### config.mk
export PLATFORM = sky130hd
export DESIGN_NAME = trig_phase_lock
export DESIGN_NICKNAME = d
export VERILOG_FILES = /design/src/rtl/trig_phase_lock.sv
export SDC_FILE = /design/constraint.sdc
export NUM_CORES = 2
export LEC_CHECK = 0
export CAP_MARGIN = 10
export CORE_MARGIN = 4
export CORE_UTILIZATION = 41
export DETAILED_ROUTE_END_ITERATION = 8
export GPL_ROUTABILITY_DRIVEN = 0
export GPL_TIMING_DRIVEN = 0
export PLACE_DENSITY = 0.57
export SYNTH_ARGS = -nofsm -noshare
export SYNTH_HDL_FRONTEND = slang
export SYNTH_SLANG_ARGS = --single-unit
### constraint.sdc
create_clock -name clk_adc -period 5.54 [get_ports clk_adc]
set_input_delay 0.831 -clock clk_adc [delete_from_list [all_inputs] [get_ports clk_adc]]
set_output_delay 0.831 -clock clk_adc [all_outputs]
set_load 0.02 [all_outputs]
### src/rtl/trig_phase_lock.sv
// rtl/trig_phase_lock.sv - trigger phase calibration, re-timing into hold windows, hit histograms
// Trigger-count histograms are built only when TRIG_PHASE_HIST_EN is defined.
module trig_phase_lock #(
    parameter int NCH      = 16,
    parameter int NBINS    = 4,
    parameter int CNTW     = 6,
    parameter int LOCK_MIN = 50,
    parameter int SETTLE   = 200,
    parameter int MEAS     = 455,
    parameter int HOLD     = 12,
    parameter int HISTW    = 32,
    localparam int PW      = $clog2(NBINS),
    localparam int CHW     = (NCH > 1) ? $clog2(NCH) : 1
) (
    input  logic                  clk_adc,
    input  logic                  rst,
    input  logic [NCH-1:0]        coax_in,
    input  logic                  cal_start,
    input  logic                  hist_clr,
    input  logic [CHW-1:0]        hist_ch,
    input  logic [PW:0]           hist_sel,
    output logic [HISTW-1:0]      hist_data,
    output logic                  cal_busy,
    output logic [NCH-1:0]        lock,
    output logic [NCH-1:0]        cal_err,
    output logic [NCH*PW-1:0]     phase,
    output logic [NCH*NBINS-1:0]  trig_bin
);
    localparam int CYCMAX = (SETTLE > MEAS) ? SETTLE : MEAS;
    localparam int CYCW   = $clog2(CYCMAX + 1);
    localparam int HW     = $clog2(HOLD + 1);

    typedef enum logic [1:0] {S_RUN, S_SETTLE, S_MEAS, S_EVAL} state_t;

    state_t              state, state_n;
    logic [CYCW-1:0]     cyc;
    logic [NCH-1:0]      coax_q;
    logic [PW-1:0]       phase_ctr;
    logic [CNTW-1:0]     rec  [NBINS][NCH];
    logic [HW-1:0]       hold [NBINS][NCH];
    logic [NCH-1:0]      hit;
    logic [PW-1:0]       hbin [NCH];
    logic [NBINS-1:0]    nzm  [NCH];
    logic [NBINS-1:0]    gem  [NCH];
    logic [PW-1:0]       ev_bin [NCH];
    logic [NCH-1:0]      ev_ok;
    logic [HISTW-1:0]    rd_val;

    always_ff @(posedge clk_adc) begin
        if (rst) state <= S_RUN;
        else     state <= state_n;
    end

    always_comb begin
        state_n = state;
        case (state)
            S_RUN:    if (cal_start) state_n = S_SETTLE;
            S_SETTLE: if (cyc == CYCW'(SETTLE - 1)) state_n = S_MEAS;
            S_MEAS:   if (cyc == CYCW'(MEAS - 1)) state_n = S_EVAL;
            S_EVAL:   state_n = S_RUN;
            default:  state_n = S_RUN;
        endcase
    end

    assign cal_busy = (state != S_RUN);

    always_ff @(posedge clk_adc) begin
        if (rst || state != state_n) cyc <= '0;
        else if (cal_busy)           cyc <= cyc + 1'b1;
    end

    // A channel locks only if exactly one bin saw hits and that bin reached LOCK_MIN.
    always_comb begin
        for (int j = 0; j < NCH; j++) begin
            ev_bin[j] = '0;
            nzm[j]    = '0;
            gem[j]    = '0;
            for (int b = 0; b < NBINS; b++) begin
                nzm[j][b] = (rec[b][j] != '0);
                gem[j][b] = (32'(rec[b][j]) >= LOCK_MIN);
                if (nzm[j][b]) ev_bin[j] = PW'(b);
            end
            ev_ok[j] = $onehot(nzm[j]) && (|gem[j]);
        end
    end

    always_comb begin
        for (int j = 0; j < NCH; j++) begin
            hit[j]  = (state == S_RUN) && lock[j] && coax_q[j];
            hbin[j] = phase_ctr - phase[j*PW +: PW];
        end
    end

    always_ff @(posedge clk_adc) begin
        if (rst) begin
            coax_q    <= '0;
            phase_ctr <= '0;
            lock      <= '0;
            cal_err   <= '0;
            phase     <= '0;
            for (int b = 0; b < NBINS; b++)
                for (int j = 0; j < NCH; j++) begin
                    rec[b][j]  <= '0;
                    hold[b][j] <= '0;
                end
        end else begin
            coax_q    <= coax_in;
            phase_ctr <= phase_ctr + 1'b1;
            for (int b = 0; b < NBINS; b++)
                for (int j = 0; j < NCH; j++) begin
                    if (state == S_RUN && cal_start)
                        rec[b][j] <= '0;
                    else if (state == S_MEAS && coax_q[j] && phase_ctr == PW'(b) && rec[b][j] != '1)
                        rec[b][j] <= rec[b][j] + 1'b1;

                    if (state != S_RUN || cal_start)
                        hold[b][j] <= '0;
                    else if (hit[j] && hbin[j] == PW'(b))
                        hold[b][j] <= HW'(HOLD);
                    else if (hold[b][j] != '0)
                        hold[b][j] <= hold[b][j] - 1'b1;
                end
            if (state == S_EVAL) begin
                lock    <= ev_ok;
                cal_err <= ~ev_ok;
                for (int j = 0; j < NCH; j++)
                    phase[j*PW +: PW] <= ev_ok[j] ? ev_bin[j] : '0;
            end
        end
    end

    always_comb begin
        for (int j = 0; j < NCH; j++)
            for (int b = 0; b < NBINS; b++)
                trig_bin[j*NBINS + b] = (hold[b][j] != '0);
    end

`ifdef TRIG_PHASE_HIST_EN
    logic [HISTW-1:0] cnt [NBINS][NCH];

    // Clear has priority so a hit landing on the clear cycle is discarded.
    always_ff @(posedge clk_adc) begin
        for (int b = 0; b < NBINS; b++)
            for (int j = 0; j < NCH; j++) begin
                if (rst || hist_clr)
                    cnt[b][j] <= '0;
                else if (hit[j] && hbin[j] == PW'(b) && cnt[b][j] != '1)
                    cnt[b][j] <= cnt[b][j] + 1'b1;
            end
    end
`else
    logic unused_hist_clr;
    assign unused_hist_clr = hist_clr;
`endif

    always_comb begin
        rd_val = '0;
        if (32'(hist_ch) < NCH) begin
            if (!hist_sel[PW])
                rd_val = HISTW'(rec[hist_sel[PW-1:0]][hist_ch]);
`ifdef TRIG_PHASE_HIST_EN
            else
                rd_val = cnt[hist_sel[PW-1:0]][hist_ch];
`endif
        end
    end

    always_ff @(posedge clk_adc) begin
        if (rst) hist_data <= '0;
        else     hist_data <= rd_val;
    end
endmodule

## After elaboration in Yosys (flattened, before gate mapping)

Memory sizes are Yosys's and may differ from the RTL's.
Index checks and enable logic that the tools add are counted.

- Register bits after elaboration: 125
- Memory bits (writable): 640
- Bits of input ports: 27
- Output and inout port bits: 161
- Logic and storage cells: 2383
- Memories: 2

Memory list:

| memory | depth | bits a word | rd ports | clocked after Yosys merged registers in | wr ports | line | text |
|---|---|---|---|---|---|---|---|
| rec | 4 | 96 | 5 | 0 | 4 | 39 | `logic [CNTW-1:0] rec [NBINS][NCH];` |
| hold | 4 | 64 | 4 | 0 | 4 | 40 | `logic [HW-1:0] hold [NBINS][NCH];` |

- $add $sub $neg: 194
- Magnitude comparators: 65
- Equality and inequality tests: 137
- Mux-type cells: 1231
- Bitwise operators: 322
- Reduce and logical (&&, ||, !) cells: 423

Operator list:

| operator | number |
|---|---|
| 2-to-1 mux 1 bit | 856 |
| 2-to-1 mux 6 bit | 130 |
| 2-to-1 mux 4 bit | 192 |
| adder 6 x 1 -> 6 bit, second input constant | 64 |
| greater-or-equal comparator 6 bit, second input constant | 64 |
| inequality test 6 bit, second input constant | 64 |
| nonzero test 6 bit | 64 |
| OR 1 bit | 320 |
| logical AND 1 bit | 257 |
| nonzero test 4 bit | 64 |
| subtractor 4 x 1 -> 4 bit, second input constant | 64 |
| 2-to-1 mux 2 bit | 51 |
| equality test 2 bit, second input constant | 36 |
| adder 1 x 1 -> 2 bit | 32 |
| OR reduction 4 bit | 16 |
| adder 2 x 2 -> 3 bit | 16 |
| equality test 3 x 1 -> 1 bit, second input constant | 16 |
| equality test 2 x 1 -> 1 bit, second input constant | 18 |
| logical NOT 2 bit | 18 |
| subtractor 2 bit | 16 |
| binary-select mux 6 bit (select 4 bit) | 1 |
| NOT 16 bit | 1 |
| adder 9 x 1 -> 9 bit, second input constant | 1 |
| equality test 9 x 8 -> 1 bit, second input constant | 1 |
| other kinds (9) | 10 |

## Depth between registers and ports, before layout

- Depth after elaboration: 10
- Depth in mapped cells: 10
- Depth with buffers taken out: 10

## Worst setup path before layout

OpenSTA, ideal clock, no wires.

- Path kind: in2reg
- Start: input port rst
- End: memory rec[3][30] (netlist bit), enable pin
- Setup time: 0.318 ns
- Arrival: 2.170 ns
- Data required time: 5.222 ns
- Path slack: 3.052 ns
- Stages on the path: 7
- Buffers on the path: 3
- Path through: buf_2 -> or3b_2 -> buf_2 -> buf_2 -> nor2_1 -> o21ai_1 -> nand2_1

RTL lines:

| item | line | text |
|---|---|---|
| from (decl) | 16 | `input logic rst,` |
| to (decl) | 39 |  |

==> results.sh <==
export IMPL_peakVddDrop_mv=0.237
export IMPL_synth_compound_area_share_pct=5.73
export IMPL_cts_hold_buf=0
export IMPL_synthArstFlopShare_pct=0
export IMPL_start_util_pct=41.4
export IMPL_fillCellCount=9988
export IMPL_layout_commonest_cell="nor2_1"
export IMPL_power_leakage_uw=0.0193
export IMPL_tritoncts="done"
export IMPL_synth_top_family_by_area="simple AND/OR/NAND/NOR gates"
export IMPL_ys_seq_area_share_pct=47.5
export IMPL_core_area_mm2=0.107
export IMPL_portBuffers=157
export IMPL_fin_tns_setup_ns=0
export IMPL_timing_hold_ws_ns=0.455
export IMPL_wl_per_cell_um=22.7
export IMPL_firstDrtPassIters=6
export IMPL_path_clk_slew_ns=0.06
export IMPL_antenna_found_initial=4
export IMPL_setup_viol=0
export IMPL_worst_slack_ns=1.09
export IMPL_syn_area_mm2=0.0444
export IMPL_drt_wl_total_um=138000
export IMPL_grt_first_pass_wirelength_um=203000
export IMPL_synth_edf_count=630
export IMPL_period_share_pct=80.4
export IMPL_htree_num_levels=3
export IMPL_ys_types=59
export IMPL_synth_flop_cell="edfxtp_1"
export IMPL_dp_hpwl_um=104000
export IMPL_root_buffer="clkbuf_16"
export IMPL_placed_cell_area_mm2=0.0480
export IMPL_clock_latency_ns=0.69
export IMPL_drv_cap=0
export IMPL_cts_made_buffers=89
export IMPL_viasPerCell=5.60
export IMPL_post_cts_buffers=0
export IMPL_yosysWarnings=0
export IMPL_track_usage_pct=23.8
export IMPL_clockBufferDepth=3
export IMPL_grt_overflow_total=0
export IMPL_path_class="reg -> reg"
export IMPL_final_cell_mix="nor2_1, edfxtp_1, inv_1"
export IMPL_powerDensity_mw_per_mm2=365
export IMPL_worst_slew_pin_slew_ns=1.38
export IMPL_die_h_um=337
export IMPL_critPathMaxFanout=18
export IMPL_critPathArrivalTime_ns=4.79
export IMPL_rows=120
export IMPL_hp_class="reg -> reg"
export IMPL_fin_util_pct=47.6
export IMPL_ant_nets=0
export IMPL_design_area_mm2=0.0511
export IMPL_io_pins=188
export IMPL_grt_pass1_vias=31913
export IMPL_finClkSkew_ns=0.0394
export IMPL_slew_headroom_pct=7.76
export IMPL_grt_max_degree=19
export IMPL_crit_required_ns=5.87
export IMPL_synth_simple_area_share_pct=20.0
export IMPL_end_kind="flip-flop"
export IMPL_clock_sinks=739
export IMPL_status="finished clean"
export IMPL_cts_resized=0
export IMPL_die_w_um=337
export IMPL_synth_avg_cell_area_um2=10.2
export IMPL_drc_errors=0
export IMPL_hold_viol_final=0
export IMPL_area_growth_syn_to_layout_pct=14.9
export IMPL_synth_fa_ha_area_share_pct=9.48
export IMPL_ys_ff_latch=739
export IMPL_postSynthCellCount=4341
export IMPL_dieArea_mm2=0.114
export IMPL_synth_mux_area_share_pct=5.50
export IMPL_slew_violations=0
export IMPL_startpoint_type="flip-flop"
export IMPL_vias=34179
export IMPL_period_minus_slack_ns=4.45
export IMPL_rsz0062_at_grt="false"
export IMPL_fmax_mhz=225
export IMPL_synth_xor_area_share_pct=6.98
export IMPL_drt_iter0_drc=3430
export IMPL_dp_slack_ns=0.859
export IMPL_drive_above_1_share_pct=8.68
export IMPL_final_nets=4977
[flip-flops by register name, summed over array words and instances (netlist names)]
signal and count:
phase_ctr 2, hist_data 6, rec 384, state 2
phase 32, cyc 9, cal_err 16, hold 256
coax_q 16, lock 16
[power breakdown]
part,total [uW],switching (uW),internal (uW)
Clock,6090,2480,3610
Sequential,7540,640,6900
Combinational,4980,2850,2130
[cell usage after synthesis (46+ instances only)]
library cell | n | share of area (%)
nor2_1 | 662 | 5.6
nand3_1 | 290 | 3.3
or3b_2 | 57 | 1.1
xnor2_1 | 173 | 3.4
nand2_1 | 304 | 2.6
nor3_1 | 148 | 1.7
inv_1 | 385 | 3.3
mux4_2 | 93 | 4.7
edfxtp_1 | 630 | 43
o2111ai_1 | 54 | 1.1
xor2_1 | 181 | 3.6
ha_1 | 311 | 8.8
nor4_1 | 91 | 1.3
dfxtp_1 | 109 | 4.9
or3_1 | 61 | 0.86
clkbuf_1 | 48 | 0.41
a21oi_1 | 210 | 2.4
and3_1 | 46 | 0.65
[final cells by class]
| class | count | area (um2) | share of cell area (%) |
|---|---|---|---|
| antenna | 2 | 5.00 | 0.00980 |
| inverter | 387 | 1450 | 2.84 |
| clock buffer | 127 | 2560 | 5.02 |
| multi-input combinational | 3103 | 21300 | 41.7 |
| tap | 1403 | 1760 | 3.44 |
| clock inverter | 39 | 484 | 0.948 |
| timing repair buffer | 166 | 1720 | 3.36 |
| sequential | 739 | 21100 | 41.3 |
| buffer | 137 | 707 | 1.38 |
[routing by layer]
layer  vias up  track usage, %  part of all wire (%)  routed length, um
met5         -               0                0.0094                 13
met4         2            7.34                   3.3               4620
met3       265            4.61                   8.4              11700
met2      1355            39.1                    47              64400
met1     16581            31.9                    42              57700
li1      15976               -                     -                  -
[path summary, 6_finish.rpt]
path	from	endpoint	slack, ns	cells past startpoint
max	phase_ctr[0]	rec[0][53]	1.09	6
min	cal_err[2]	cal_err[2]	0.46	2
max reg2reg	phase_ctr[0]	rec[0][53]	1.09	6
min reg2reg	cal_err[2]	cal_err[2]	0.46	2
[critical path, cell delays in order, from the launching register on]
cell and delay (ns):
dfxtp_1 0.35, inv_1 0.62, ha_1 0.26, nor3b_4 0.70
clkbuf_1 1.07, o2111ai_1 0.62, nand2_1 0.44
[cells by family after synthesis]
kind of cell	Yosys count
AO/OA/AOI/OAI	419
flip-flops	739
multiplexers	127
adder cells (fa/ha/maj)	327
other	1
AND/OR/NAND/NOR	1850
buffers and inverters	524
XOR/XNOR	354
[stage by stage]
step	power (uW)	instances
global route	19600	6101
finish	18600	6103
CTS	18700	6100
global placement	12500	5926
floorplan	10800	4366
detailed placement	12600	5934
(Power assumes the default switching activity.)
